<file path="src/rtl/weight_fill_sequencer.sv">
// Weight-tile fill sequencer: walks a rows x tiles address space into the per-column
// weight memories and forwards the read strobes to the systolic-array weight FIFOs.
module weight_fill_sequencer #(
  parameter int unsigned SYS_ARR_ROWS = 16,
  parameter int unsigned SYS_ARR_COLS = 16,
  parameter int unsigned ADDR_WIDTH   = 8,
  parameter int unsigned READ_LATENCY = 1,
  parameter int unsigned TILE_WIDTH   = 4
) (
  input  logic                               clk,
  input  logic                               reset,
  input  logic                               start,
  input  logic                               abort,
  input  logic [$clog2(SYS_ARR_ROWS)-1:0]    num_row,
  input  logic [$clog2(SYS_ARR_COLS)-1:0]    num_col,
  input  logic [TILE_WIDTH-1:0]              num_tiles,
  input  logic [ADDR_WIDTH-1:0]              base_addr,
  input  logic [ADDR_WIDTH-1:0]              tile_stride,
  input  logic                               fifo_ready,
  output logic                               busy,
  output logic                               done,
  output logic [SYS_ARR_COLS-1:0]            weightMem_rd_en,
  output logic [SYS_ARR_COLS*ADDR_WIDTH-1:0] weightMem_rd_addr,
  output logic [SYS_ARR_COLS-1:0]            fifo_wr_en,
  output logic                               fifo_active,
  output logic [TILE_WIDTH-1:0]              tile_idx
);

  localparam int unsigned ROW_W = $clog2(SYS_ARR_ROWS);
  localparam int unsigned COL_W = $clog2(SYS_ARR_COLS);
  localparam int unsigned LAT   = READ_LATENCY;

  typedef enum logic [1:0] {
    S_IDLE  = 2'd0,
    S_ISSUE = 2'd1,
    S_DRAIN = 2'd2
  } state_e;

  state_e                           state_q, state_d;
  logic [ROW_W-1:0]                 row_q, row_d;
  logic [TILE_WIDTH-1:0]            tile_q, tile_d;
  logic [ROW_W-1:0]                 num_row_q, num_row_d;
  logic [COL_W-1:0]                 num_col_q, num_col_d;
  logic [TILE_WIDTH-1:0]            num_tiles_q, num_tiles_d;
  logic [ADDR_WIDTH-1:0]            stride_q, stride_d;
  logic [ADDR_WIDTH-1:0]            tile_base_q, tile_base_d;
  logic [LAT-1:0][SYS_ARR_COLS-1:0] wr_pipe_q, wr_pipe_d;
  logic [LAT-1:0]                   act_pipe_q, act_pipe_d;
  logic [LAT-1:0]                   last_pipe_q, last_pipe_d;

  logic                             issue_c;
  logic                             row_last_c;
  logic                             tile_last_c;
  logic [SYS_ARR_COLS-1:0]          col_mask_c;
  logic [SYS_ARR_COLS-1:0]          rd_en_c;
  logic [ADDR_WIDTH-1:0]            rd_addr_c;

  // Thermometer mask of the active columns.
  always_comb begin
    col_mask_c = '0;
    for (int i = 0; i < int'(SYS_ARR_COLS); i++) begin
      col_mask_c[i] = (COL_W'(i) <= num_col_q);
    end
  end

  assign issue_c     = (state_q == S_ISSUE) && fifo_ready && !abort;
  assign row_last_c  = (row_q == num_row_q);
  assign tile_last_c = (tile_q == num_tiles_q);
  assign rd_en_c     = issue_c ? col_mask_c : '0;
  assign rd_addr_c   = tile_base_q + ADDR_WIDTH'(row_q);

  // Next-state, counter and delay-pipeline logic.
  always_comb begin
    state_d     = state_q;
    row_d       = row_q;
    tile_d      = tile_q;
    num_row_d   = num_row_q;
    num_col_d   = num_col_q;
    num_tiles_d = num_tiles_q;
    stride_d    = stride_q;
    tile_base_d = tile_base_q;
    wr_pipe_d   = wr_pipe_q;
    act_pipe_d  = act_pipe_q;
    last_pipe_d = last_pipe_q;

    wr_pipe_d[0]   = rd_en_c;
    act_pipe_d[0]  = issue_c && (row_q == '0);
    last_pipe_d[0] = issue_c && row_last_c && tile_last_c;
    for (int i = 1; i < int'(LAT); i++) begin
      wr_pipe_d[i]   = wr_pipe_q[i-1];
      act_pipe_d[i]  = act_pipe_q[i-1];
      last_pipe_d[i] = last_pipe_q[i-1];
    end

    case (state_q)
      S_IDLE: begin
        if (start) begin
          state_d     = S_ISSUE;
          row_d       = '0;
          tile_d      = '0;
          num_row_d   = num_row;
          num_col_d   = num_col;
          num_tiles_d = num_tiles;
          stride_d    = tile_stride;
          tile_base_d = base_addr;
        end
      end
      S_ISSUE: begin
        if (issue_c) begin
          if (row_last_c) begin
            row_d = '0;
            if (tile_last_c) begin
              state_d = S_DRAIN;
            end else begin
              tile_d      = tile_q + TILE_WIDTH'(1);
              tile_base_d = tile_base_q + stride_q;
            end
          end else begin
            row_d = row_q + ROW_W'(1);
          end
        end
      end
      S_DRAIN: begin
        // The final row's data leaves the delay line this cycle.
        if (last_pipe_q[LAT-1]) begin
          state_d = S_IDLE;
          tile_d  = '0;
        end
      end
      default: state_d = S_IDLE;
    endcase

    if (abort) begin
      state_d     = S_IDLE;
      row_d       = '0;
      tile_d      = '0;
      wr_pipe_d   = '0;
      act_pipe_d  = '0;
      last_pipe_d = '0;
    end
  end

  always_ff @(posedge clk or negedge reset) begin
    if (!reset) begin
      state_q     <= S_IDLE;
      row_q       <= '0;
      tile_q      <= '0;
      num_row_q   <= '0;
      num_col_q   <= '0;
      num_tiles_q <= '0;
      stride_q    <= '0;
      tile_base_q <= '0;
      wr_pipe_q   <= '0;
      act_pipe_q  <= '0;
      last_pipe_q <= '0;
    end else begin
      state_q     <= state_d;
      row_q       <= row_d;
      tile_q      <= tile_d;
      num_row_q   <= num_row_d;
      num_col_q   <= num_col_d;
      num_tiles_q <= num_tiles_d;
      stride_q    <= stride_d;
      tile_base_q <= tile_base_d;
      wr_pipe_q   <= wr_pipe_d;
      act_pipe_q  <= act_pipe_d;
      last_pipe_q <= last_pipe_d;
    end
  end

  assign busy              = (state_q != S_IDLE);
  assign done              = last_pipe_q[LAT-1];
  assign weightMem_rd_en   = rd_en_c;
  assign weightMem_rd_addr = issue_c ? {SYS_ARR_COLS{rd_addr_c}} : '0;
  assign fifo_wr_en        = wr_pipe_q[LAT-1];
  assign fifo_active       = act_pipe_q[LAT-1];
  assign tile_idx          = tile_q;

endmodule

</file>
<file path="config.mk">
export PLATFORM = sky130hd
export DESIGN_NAME = weight_fill_sequencer
export DESIGN_NICKNAME = d
export VERILOG_FILES = /design/src/rtl/weight_fill_sequencer.sv
export SDC_FILE = /design/constraint.sdc
export NUM_CORES = 1
export LEC_CHECK = 0
export ABC_AREA = 1
export CORE_MARGIN = 10
export CORE_UTILIZATION = 42
export CTS_BUF_LIST = sky130_fd_sc_hd__clkbuf_8
export DETAILED_ROUTE_END_ITERATION = 10
export PLACE_DENSITY = 0.84
export SLEW_MARGIN = 15
export SYNTH_ARGS = -nofsm -noshare
export SYNTH_HDL_FRONTEND = slang
export SYNTH_SLANG_ARGS = --single-unit
export TNS_END_PERCENT = 10
</file>
<file path="constraint.sdc">
create_clock -name clk -period 2.5 [get_ports clk]
set_input_delay 0.375 -clock clk [delete_from_list [all_inputs] [get_ports clk]]
set_output_delay 0.375 -clock clk [all_outputs]
set_load 0.03 [all_outputs]
</file>
Yosys cells after proc, flatten, opt, wreduce, memory -nomap -nowiden
Cells that the tools add are included.
{"block": "word_totals", "reg_bits": 56, "in_bits": 33, "output_inout_bits": 167, "wordCells": 90}
{"block": "op_classes", "addsub": 4, "order_cmp": 16, "eq_ne": 14, "n_mux": 28, "reduce_logical": 17}
{"operator": "two-way mux 128 bit", "n": 1}
{"operator": "two-way mux 4 bit", "n": 9}
{"operator": "less-or-equal comparator 4 bit, first input constant", "n": 8}
{"operator": "two-way mux 16 bit", "n": 2}
{"operator": "two-way mux 8 bit", "n": 4}
{"operator": "!= test 3 bit, second input constant", "n": 6}
{"operator": "less-or-equal comparator 3 x 4 -> 1 bit, first input constant", "n": 4}
{"operator": "case mux 8 bit (2 select lines)", "n": 1}
{"operator": "two-way mux 2 bit", "n": 6}
{"operator": "case mux 4 bit (3 select lines)", "n": 1}
{"operator": "AND reduction 5 bit", "n": 2}
{"operator": "adder 4 x 1 -> 4 bit, second input constant", "n": 2}
{"operator": "adder 8 x 4 -> 8 bit", "n": 1}
{"operator": "adder 8 bit", "n": 1}
{"operator": "equality test 4 bit", "n": 2}
{"operator": "less-or-equal comparator 1 x 4 -> 1 bit, first input constant", "n": 2}
{"operator": "less-or-equal comparator 2 x 4 -> 1 bit, first input constant", "n": 2}
{"operator": "!= test 2 bit, second input constant", "n": 4}
{"operator": "case mux 4 bit (2 select lines)", "n": 1}
{"operator": "case mux 2 bit (3 select lines)", "n": 1}
{"operator": "AND reduction 6 bit", "n": 1}
{"operator": "logical AND 1 bit", "n": 5}
{"operator": "logical NOT 4 bit", "n": 1}
{"operator": "nonzero test 2 bit", "n": 2}
{"operator": "other kinds (9)", "n": 10}

Logic depth before layout (Yosys ltp)
Gate-level depths: netlist (run 1).
{"block": "logic_depth", "ltp_word": 6, "mapped_depth": 11, "ltp_nobuf": 11}

Worst setup path after synthesis (run 1)
Ideal clock, no wire load.
{"block": "synth_path", "path_kind": "register to output", "from": "register row_q[0]", "to": "output port weightMem_rd_addr[106]", "t_arrival_ns": 2.454, "t_required_ns": 2.125, "path_slack_ns": -0.329, "path_stages_with_launch": 8, "n_path_buf": 1, "path_cell_list": "dfrtp_1 > ha_1 > inv_1 > fa_1 > inv_1 > o21ai_0 > a21oi_1 > buf_4"}
{"block": "synth_via", "elab_chain_len": 2}
{"element": "start, declared", "line_no": "40", "source": "logic [ROW_W-1:0] row_q, row_d;"}
{"element": "start signal, assigned", "line_no": "158", "source": "row_q <= row_d;"}
{"element": "adder 8 x 4 -> 8 bit", "line_no": "70", "source": "assign rd_addr_c = tile_base_q + ADDR_WIDTH'(row_q);"}
{"element": "two-way mux 128 bit", "line_no": "174", "source": "assign weightMem_rd_addr = issue_c ? {SYS_ARR_COLS{rd_addr_c}} : '0;"}
{"element": "end, declared", "line_no": "23", "source": "output logic [SYS_ARR_COLS*ADDR_WIDTH-1:0] weightMem_rd_addr,"}
No other way between the ends.

Worst setup path after layout (run 1)
{"block": "layout_path", "from": "register row_q[3]", "to": "output port weightMem_rd_addr[77]"}
Same word-level chain as after synthesis.

==> results of run 1 <==
## metal layers
metal | global-route usage (%) | share of wire (%) | up-vias
li1 | - | - | 1712
met2 | 25.63 | 51 | 134
met4 | 2.443 | 0.64 | 0
met5 | 0 | 0 | -
met1 | 16.56 | 41 | 1598
met3 | 4.487 | 8.2 | 4
## synth_stat cells
cell type | number | share of area, %
a21oi_1 | 27 | 3.3
a21oi_2 | 1 | 0.21
a31oi_1 | 3 | 0.46
buf_2 | 3 | 0.37
buf_4 | 121 | 22
buf_6 | 2 | 0.55
clkbuf_1 | 4 | 0.37
dfrtp_1 | 56 | 34
fa_1 | 2 | 0.98
ha_1 | 14 | 4.3
inv_1 | 44 | 4.0
inv_2 | 2 | 0.18
inv_4 | 1 | 0.15
mux2_2 | 10 | 2.7
mux2i_1 | 3 | 0.73
nand2_1 | 106 | 9.7
nand2_2 | 2 | 0.31
nand2_4 | 1 | 0.27
nand3_1 | 18 | 2.2
nand3_2 | 1 | 0.24
nand3b_1 | 3 | 0.55
nand4_1 | 3 | 0.46
nor2_1 | 44 | 4.0
nor2_2 | 5 | 0.76
nor2_4 | 1 | 0.27
nor2_8 | 2 | 0.98
nor3_1 | 5 | 0.61
o211ai_1 | 2 | 0.37
o21ai_0 | 10 | 1.2
o21ai_2 | 3 | 0.64
o22ai_1 | 1 | 0.15
o31ai_1 | 2 | 0.37
o41ai_1 | 2 | 0.43
or2_2 | 2 | 0.31
xnor2_1 | 3 | 0.64
xor2_1 | 4 | 0.85
## through the flow
stage	setup slack, ps	util (%)	cells	hold WS (ps)	instance area (sq um)
3_5_place_dp	104.0	52.67	730	353.5	5077
3_3_place_gp	140.1	52.67	730	341.9	5077
4_1_cts	7.989	54.89	744	23.68	5291
2_1_floorplan	-326.2	-	513	79.41	4105
5_1_grt	-84.58	56.80	753	42.76	5475
6_report	22.66	56.80	753	16.26	5475
## critical path: stages, from the launching register on
cell	delay, ps
dfrtp_2	440
ha_4	300
nand2_1	70
inv_1	130
nand4_1	110
o211ai_1	120
xnor2_1	120
nor2_2	200
buf_6	160
buf_4	160
## state kept, by name (all words and copies together), names as in the netlist, 2 cells and up
| name | cells |
|---|---|
| fifo_wr_en | 16 |
| num_col_q | 4 |
| num_row_q | 4 |
| num_tiles_q | 4 |
| row_q | 4 |
| state_q | 2 |
| stride_q | 8 |
| tile_base_q | 8 |
| tile_idx | 4 |
## cells by family (layout without fill, tap and decap cells)
logic type	after synthesis	count (layout)	share of synthesized area [%]
fa+ha+maj	16	16	5.247
simple gates	193	193	20.68
flops	56	56	34.17
buf+inv	177	284	27.79
compound gates	51	51	7.139
xor+xnor	7	7	1.495
mux	13	13	3.478
## layout make-up
type	instances	share of cell area (%)
multi-input cells	280	30.23
clock buffers	5	1.257
flip-flops and latches	56	25.66
well taps	133	3.039
inverters	47	3.268
repair buffers	229	36.17
clock inverters	3	0.3656
## power groups by stage
stage / registers (mW) / logic, mW / clock network (mW)
4_1_cts: 1.40 / 3.02 / 0.506
5_1_grt: 1.44 / 3.44 / 0.535
2_1_floorplan: 1.44 / 2.22 / 0
3_3_place_gp: 1.40 / 2.82 / 0
6_report: 1.40 / 3.12 / 0.490
3_5_place_dp: 1.41 / 2.92 / 0
## repair_timing
item	in CTS	in global routing
pin swaps	4	9
endpoints found under the hold margin	0	0
hold buffers	0	0
gates resized for setup	22	35
setup buffers	5	7
endpoints found under the setup margin	64	96
cloned	1	2
## worst max path at each step
stage / from / end / slack (ps) / cells after the start
after global placement: abort / weightMem_rd_en[0] / 140 / 5
after detailed placement: abort / weightMem_rd_en[9] / 100 / 11
after floorplan: row_q[0] / weightMem_rd_addr[102] / -330 / 9
after CTS: tile_base_q[1] / weightMem_rd_addr[23] / 8 / 10
final: row_q[3] / weightMem_rd_addr[77] / 20 / 9
after global routing: row_q[3] / weightMem_rd_addr[101] / -80 / 9
==> results_dict.tcl, run 1 <==
set metrics [dict create \
    outcome "finished clean" \
    final.setup_skew_ps 10.17 \
    cts.path.max_buffers 2 \
    cts_buffers 5 \
    regArea_sq_um 1405 \
    reg2reg_depth 12 \
    timing.slew.headroom_pct 68.83 \
    slew_viol_final 0 \
    grt_overflow 0 \
    h-tree-depth 2 \
    dieHeight_microns 118.8 \
    finalSetupTns_ps 0 \
    num_rows 36 \
    max_freq_ghz 0.4037 \
    p_sw_mw 2.435 \
    io_pins 200 \
    layout-drive-gt1-share_pct 38.06 \
    crit-reg2reg-launch "tile_base_q[0]" \
    synth_cells 513 \
    grt_pass1_wl_microns 17140 \
    syn_area_sq_um 4101 \
    start_util_pct 42.55 \
    antenna_found_initial 0 \
    drt_first_pass_iters 4 \
    multiInputGateArea_sq_um 1655 \
    hpwl_microns 8809 \
    fin_nets 668 \
    fillers 860 \
    route.detailed.drc 0 \
    drv_cap 0 \
    syn-num-nets 562 \
    ant_nets 0 \
    antenna_cells 0 \
    finalPower_mw 5.019 \
    critical_path_class "flip-flop to output pin" \
    grt_max_degree 37 \
    vias 3448 \
    avgSynthCellArea_sq_um 7.995 \
    mostFrequentLayoutCells "buf_4 (144), nand2_1 (102), clkdlybuf4s50_1 (55)" \
    r2r_setup_slack_ps 470 \
    post-route-period-util_pct 99.09 \
    worstSkewPairLatency_ps 300 \
    clock-sinks 56 \
    required_ps 2120 \
    port_buffers 199 \
    critPathMaxFanout 8 \
    layout_commonest_cell "buf_4" \
    die_x_microns 118.8 \
    hold_viol 0 \
    p_per_area_nw_per_um2 916.7 \
    cp.arrival_ps 2100 \
    synth_seq_cells 56 \
    avgViaCountPerCell 4.579 \
    combPwrFrac_pct 62.3 \
    min_period_ps 2477 \
    die-area_sq_um 14120 \
    gp_congestion 0.8195 \
    start_kind "flip-flop" \
    grt_usage_pct 14.31 \
    switching_share_pct 48.51 \
    synthToLayoutAreaGrowth_pct 33.50 \
    post_drt_wl_per_cell_microns 14.72 \
    p_int_mw 2.584 \
    hp-class "input port to async pin" \
    power_frac_seq_pct 28.0 \
    core_sq_um 9639 \
    cts_tree "built" \
    clockPowerShare_pct 9.8 \
    clkTransAtPathRegs_ps 100 \
    endpoint_kind "output pin" \
    rsz0062_at_grt "true" \
    yosys_warnings 0 \
    postRouteWirelength_microns 11090 \
    drtIter0Drc 112 \
    power.leakage_nw 2.921 \
    peakVddDrop_mv 0.5493 \
    root_buffer "clkbuf_8" \
    setup_viol 0 \
    worstMarginPinSlew_ps 467.6 \
    yosysUniqueCellTypes 36 \
    ys_seq_area_share_pct 34.17 \
    grt_pass1_vias 3448 \
    r2r_end "tile_base_q[6]" \
]
(Power assumes the default switching activity.)
==> run 2: changes to the inputs <==
- HOLD_SLACK_MARGIN: unset -> 0.06
==> run 2 against run 1 <==
Compared with the run above:
- routed wire length decreased by 0.22%
- combinational power hardly changed
- die area unchanged
- hold slack better by 510 ps
- global-route usage is the same
- first-iteration DRC count is 6.3% lower
- sequential share of layout area is essentially flat
- sequential cell count unchanged
- critical path depth stayed put
- clock skew barely moved
- utilization increased by 0.10 points
- non-clock buffer count grew 1
- largest power group unchanged
==> results_dict.tcl, run 2 (synthesized netlist as in run 1, its figures left out) <==
set metrics [dict create \
    outcome "finished clean" \
    route.detailed.drc 0 \
    cts_tree "built" \
    critical_path_class "flip-flop to output pin" \
    hold_viol 0 \
    timing.slew.headroom_pct 68.63 \
    final.setup_skew_ps 10.57 \
    root_buffer "clkbuf_8" \
    antenna_found_initial 0 \
    rsz0062_at_grt "true" \
    avgViaCountPerCell 4.578 \
    crit-reg2reg-launch "tile_base_q[0]" \
    ant_nets 0 \
    slew_viol_final 0 \
    dieHeight_microns 118.8 \
    gp_congestion 0.8195 \
    grt_usage_pct 14.31 \
    reg2reg_depth 12 \
    r2r_end "tile_base_q[6]" \
    largest_reg_flops 16 \
    min_period_ps 2474 \
    post_drt_wl_per_cell_microns 14.67 \
    min_path_cells 1 \
    setup_viol 0 \
    layout_commonest_cell "buf_4" \
    core_sq_um 9639 \
    start_util_pct 42.55 \
    endpoint_kind "output pin" \
    max_freq_ghz 0.4042 \
    drtIter0Drc 105 \
    mostFrequentLayoutCells "buf_4 (144), nand2_1 (102), clkdlybuf4s50_1 (55)" \
    cts.path.max_buffers 2 \
    post-route-util_pct 56.91 \
    worstMarginPinSlew_ps 470.5 \
    port_buffers 199 \
    postRouteWirelength_microns 11060 \
    layout-drive-gt1-share_pct 38.00 \
    hold_path_end "stride_q[2]" \
    p_per_area_nw_per_um2 915.4 \
    hold_slack_ps 524.8 \
    antenna_cells 0 \
    hold_path.startpoint "stride_q[2]" \
    dpl-instance-area_sq_um 5077 \
    r2r_setup_slack_ps 470 \
    grt_pass1_vias 3454 \
    grt_max_degree 37 \
    hp-class "flip-flop to flip-flop" \
    synthToLayoutAreaGrowth_pct 33.74 \
    grt_overflow 0 \
    fin_nets 669 \
    num_rows 36 \
    peakVddDrop_mv 0.5498 \
    h-tree-depth 2 \
    clkTransAtPathRegs_ps 100 \
    drv_cap 0 \
    hpwl_microns 8809 \
    start_kind "flip-flop" \
    io_pins 200 \
    die-area_sq_um 14120 \
    required_ps 2120 \
    critPathMaxFanout 8 \
    drt_first_pass_iters 4 \
    power.leakage_nw 2.925 \
    clock-sinks 56 \
    post-route-period-util_pct 98.96 \
    grt_pass1_wl_microns 17150 \
    die_x_microns 118.8 \
    cts_buffers 5 \
    cp.arrival_ps 2100 \
    final_cell_area_sq_um 5485 \
    vias 3452 \
    worstSkewPairLatency_ps 310 \
]
[run 2: how the worst max path moves through the flow]
| stage | startpoint | endpoint | slack, ps | cells after the start |
|---|---|---|---|---|
| after global placement | abort | weightMem_rd_en[0] | 140 | 5 |
| after global routing | row_q[3] | weightMem_rd_addr[101] | -80 | 9 |
| final | row_q[3] | weightMem_rd_addr[101] | 30 | 9 |
| after floorplan | row_q[0] | weightMem_rd_addr[102] | -330 | 9 |
| after CTS | tile_base_q[1] | weightMem_rd_addr[23] | 8 | 10 |
| after detailed placement | abort | weightMem_rd_en[9] | 100 | 11 |
[run 2: routing by layer]
layer | part of all wire [%] | global-route usage [%] | up-vias
met3 | 8.1 | 4.487 | 4
met1 | 41 | 16.56 | 1597
met5 | 0 | 0 | -
met2 | 51 | 25.63 | 138
li1 | - | - | 1713
met4 | 0.63 | 2.443 | 0
[run 2: critical path: stages (launching register included)]
cell and delay, ps:
dfrtp_2 440, ha_4 300, nand2_1 70, inv_1 120, nand4_1 110, o211ai_1 120
xnor2_1 120, nor2_2 200, buf_6 160, buf_4 160
[run 2: power by group]
part / total [mW] / switching, mW / internal [mW]
Sequential: 1.40 / 0.240 / 1.16
Combinational: 3.13 / 1.90 / 1.23
Clock: 0.491 / 0.295 / 0.196
[run 2: layout make-up]
class / instances / area, sq um
multi-input cells: 280 / 1655
inverters: 47 / 178.9
repair buffers: 230 / 1991
flip-flops and latches: 56 / 1405
clock inverters: 3 / 20.02
well taps: 133 / 166.4
fillers: 859 / 4154
clock buffers: 5 / 68.82
[run 2: metrics by stage]
stage	total power, mW	cells	TNS (ps)	setup slack (ps)
floorplan	3.658	513	-26030	-326.2
global placement	4.222	730	0	140.1
detailed placement	4.337	730	0	104.0
CTS	4.924	745	0	7.989
global route	5.423	754	-3903	-84.58
finish	5.021	754	0	26.11
[run 2: what timing repair did]
action / CTS / global route
cloned: 1 / 2
pin swaps: 4 / 9
buffers inserted: 5 / 7
endpoints found under the hold margin: 20 / 0
hold buffers: 1 / 0
gates resized for setup: 22 / 35
endpoints found under the setup margin: 64 / 96
==> run 3: changes to the inputs <==
- CAP_MARGIN: unset -> 0
- PLACE_DENSITY: 0.84 -> 0.83
==> run 3 against run 2 <==
Compared with the run above:
- the run now ends with setup timing left
- sequential power barely moved
- die area did not move
- via count rose by 1.2%
- cell count rose by 0.13%
- largest power group unchanged
- highest routed layer unchanged
==> results_dict.tcl, run 3 (synthesized netlist as in run 1, its figures left out) <==
set metrics [dict create \
    outcome "finished with violations" \
    violations "setup timing" \
    largest_reg_flops 16 \
    r2r_end "tile_base_q[7]" \
    die_x_microns 118.8 \
    cp.arrival_ps 2150 \
    port_buffers 199 \
    dp_slack_ps 63.14 \
    p_per_area_nw_per_um2 917.3 \
    slew_viol_final 0 \
    dpl-instance-area_sq_um 5065 \
    min_period_ps 2524 \
    io_pins 200 \
    dieHeight_microns 118.8 \
    fin_nets 670 \
    synthToLayoutAreaGrowth_pct 34.96 \
    hpwl_microns 8754 \
    hold_slack_ps 159.5 \
    die-area_sq_um 14120 \
    dp.cells 730 \
    path_common_cell "buf_4" \
    route.detailed.drc 0 \
    finalSetupTns_ps -744.4 \
    start_util_pct 42.55 \
    antenna_found_initial 0 \
    hp-class "input port to async pin" \
    rsz0062_at_grt "true" \
    setup_viol 61 \
    cts_hold_buf 0 \
    post_drt_wl_per_cell_microns 14.78 \
    layout_commonest_cell "buf_4" \
    antenna_cells 0 \
    grt_max_degree 57 \
    gp_congestion 0.8593 \
    power.leakage_nw 2.938 \
    worstSkewPairLatency_ps 320 \
    worstPathCellList "buf_4 -> clkinvlp_4 -> fa_2 -> inv_2 -> nand3_2 -> nand2_2 -> nand2_1 -> o21ai_2 -> nor2_2 -> buf_6 -> buf_4" \
    drt_first_pass_iters 4 \
    final.setup_skew_ps 5.331 \
    critPathMaxFanout 8 \
    mostFrequentLayoutCells "buf_4 (138), nand2_1 (102), clkdlybuf4s50_1 (55)" \
    worstMarginPinSlew_ps 690.2 \
    max_freq_ghz 0.3962 \
    cts.path.max_buffers 2 \
    vias 3493 \
    r2r_setup_slack_ps 610 \
    num_rows 36 \
    layout-drive-gt1-share_pct 38.91 \
    cpPeakStageDelay_ps 390 \
    cts_tree "built" \
    postRouteWirelength_microns 11160 \
    peakVddDrop_mv 0.5951 \
    clock-sinks 56 \
    grt_overflow 0 \
    start_kind "flip-flop" \
    core_sq_um 9639 \
    grt_pass1_wl_microns 17170 \
    grt_pass1_vias 3517 \
    cts_buffers 5 \
    finalWorstSetupSlack_ps -23.84 \
    timing.slew.headroom_pct 53.99 \
    crit-reg2reg-launch "row_q[1]" \
    endpoint_kind "output pin" \
    avgViaCountPerCell 4.626 \
    hold_viol 0 \
    grt_usage_pct 14.34 \
    root_buffer "clkbuf_8" \
    drtIter0Drc 172 \
    drv_cap 0 \
    clkTransAtPathRegs_ps 100 \
    cp_slowest_cell "fa_2" \
    critical_path_class "flip-flop to output pin" \
    final_cell_area_sq_um 5535 \
    required_ps 2120 \
    final_cells 755 \
    ant_nets 0 \
    post-route-period-util_pct 101.0 \
    h-tree-depth 2 \
    reg2reg_depth 12 \
]
[run 3: cell types whose count changed in the layout (fill, tap and decap cells not counted), moves of 2 or more]
cell and delta:
buf_4 -6, buf_6 +9, inv_1 -4, inv_6 +2
[run 3: worst max path at each step]
stage	startpoint	endpoint	slack [ps]	depth (start not counted)
2_1_floorplan	row_q[0]	weightMem_rd_addr[102]	-330	9
3_3_place_gp	abort	weightMem_rd_addr[102]	130	8
3_5_place_dp	abort	weightMem_rd_en[9]	60	11
4_1_cts	tile_base_q[0]	weightMem_rd_addr[54]	-40	10
5_1_grt	row_q[1]	weightMem_rd_addr[54]	-140	10
6_report	row_q[1]	weightMem_rd_addr[70]	-20	11
[run 3: power breakdown]
part           leakage [nW]  internal [mW]  switching (mW)  total [mW]
sequential            0.706           1.16           0.235        1.40
combinational          2.18           1.22            1.92        3.14
clock                0.0522          0.233           0.313       0.545
[run 3: repair_timing]
action	CTS	global route
gates resized for setup	28	43
setup buffers	5	9
pin swaps	3	10
gates cloned	1	2
setup endpoints to repair	96	99
[run 3: cell type report]
| class | count | area (sq um) |
|---|---|---|
| repair buffers | 231 | 2017 |
| fillers | 866 | 4104 |
| clock buffers | 6 | 82.58 |
| flip-flops and latches | 56 | 1404 |
| well taps | 133 | 166.4 |
| inverters | 47 | 185.2 |
| multi-input cells | 280 | 1663 |
| clock inverters | 2 | 17.52 |
[run 3: critical path: cells and delay by family, from the launching register on]
| kind | cells | cell delay, ps |
|---|---|---|
| buffers and inverters | 5 | 610 |
| AND/OR/NAND/NOR | 4 | 310 |
| flip-flops | 1 | 360 |
| AO/OA/AOI/OAI | 1 | 140 |
| adder cells (fa/ha/maj) | 1 | 390 |
[run 3: routing by layer]
layer | wire length (microns) | vias to the layer above | track usage [%]
met2 | 5749 | 150 | 26.22
met1 | 4311 | 1613 | 15.18
met5 | 0 | - | 0
met3 | 858 | 17 | 4.629
met4 | 236 | 0 | 4.885
li1 | - | 1713 | -
[run 3: through the flow]
stage	power [mW]	utilization (%)
floorplan	3.658	-
global placement	4.214	52.54
detailed placement	4.331	52.54
CTS	4.992	55.05
global route	5.473	57.42
finish	5.078	57.42
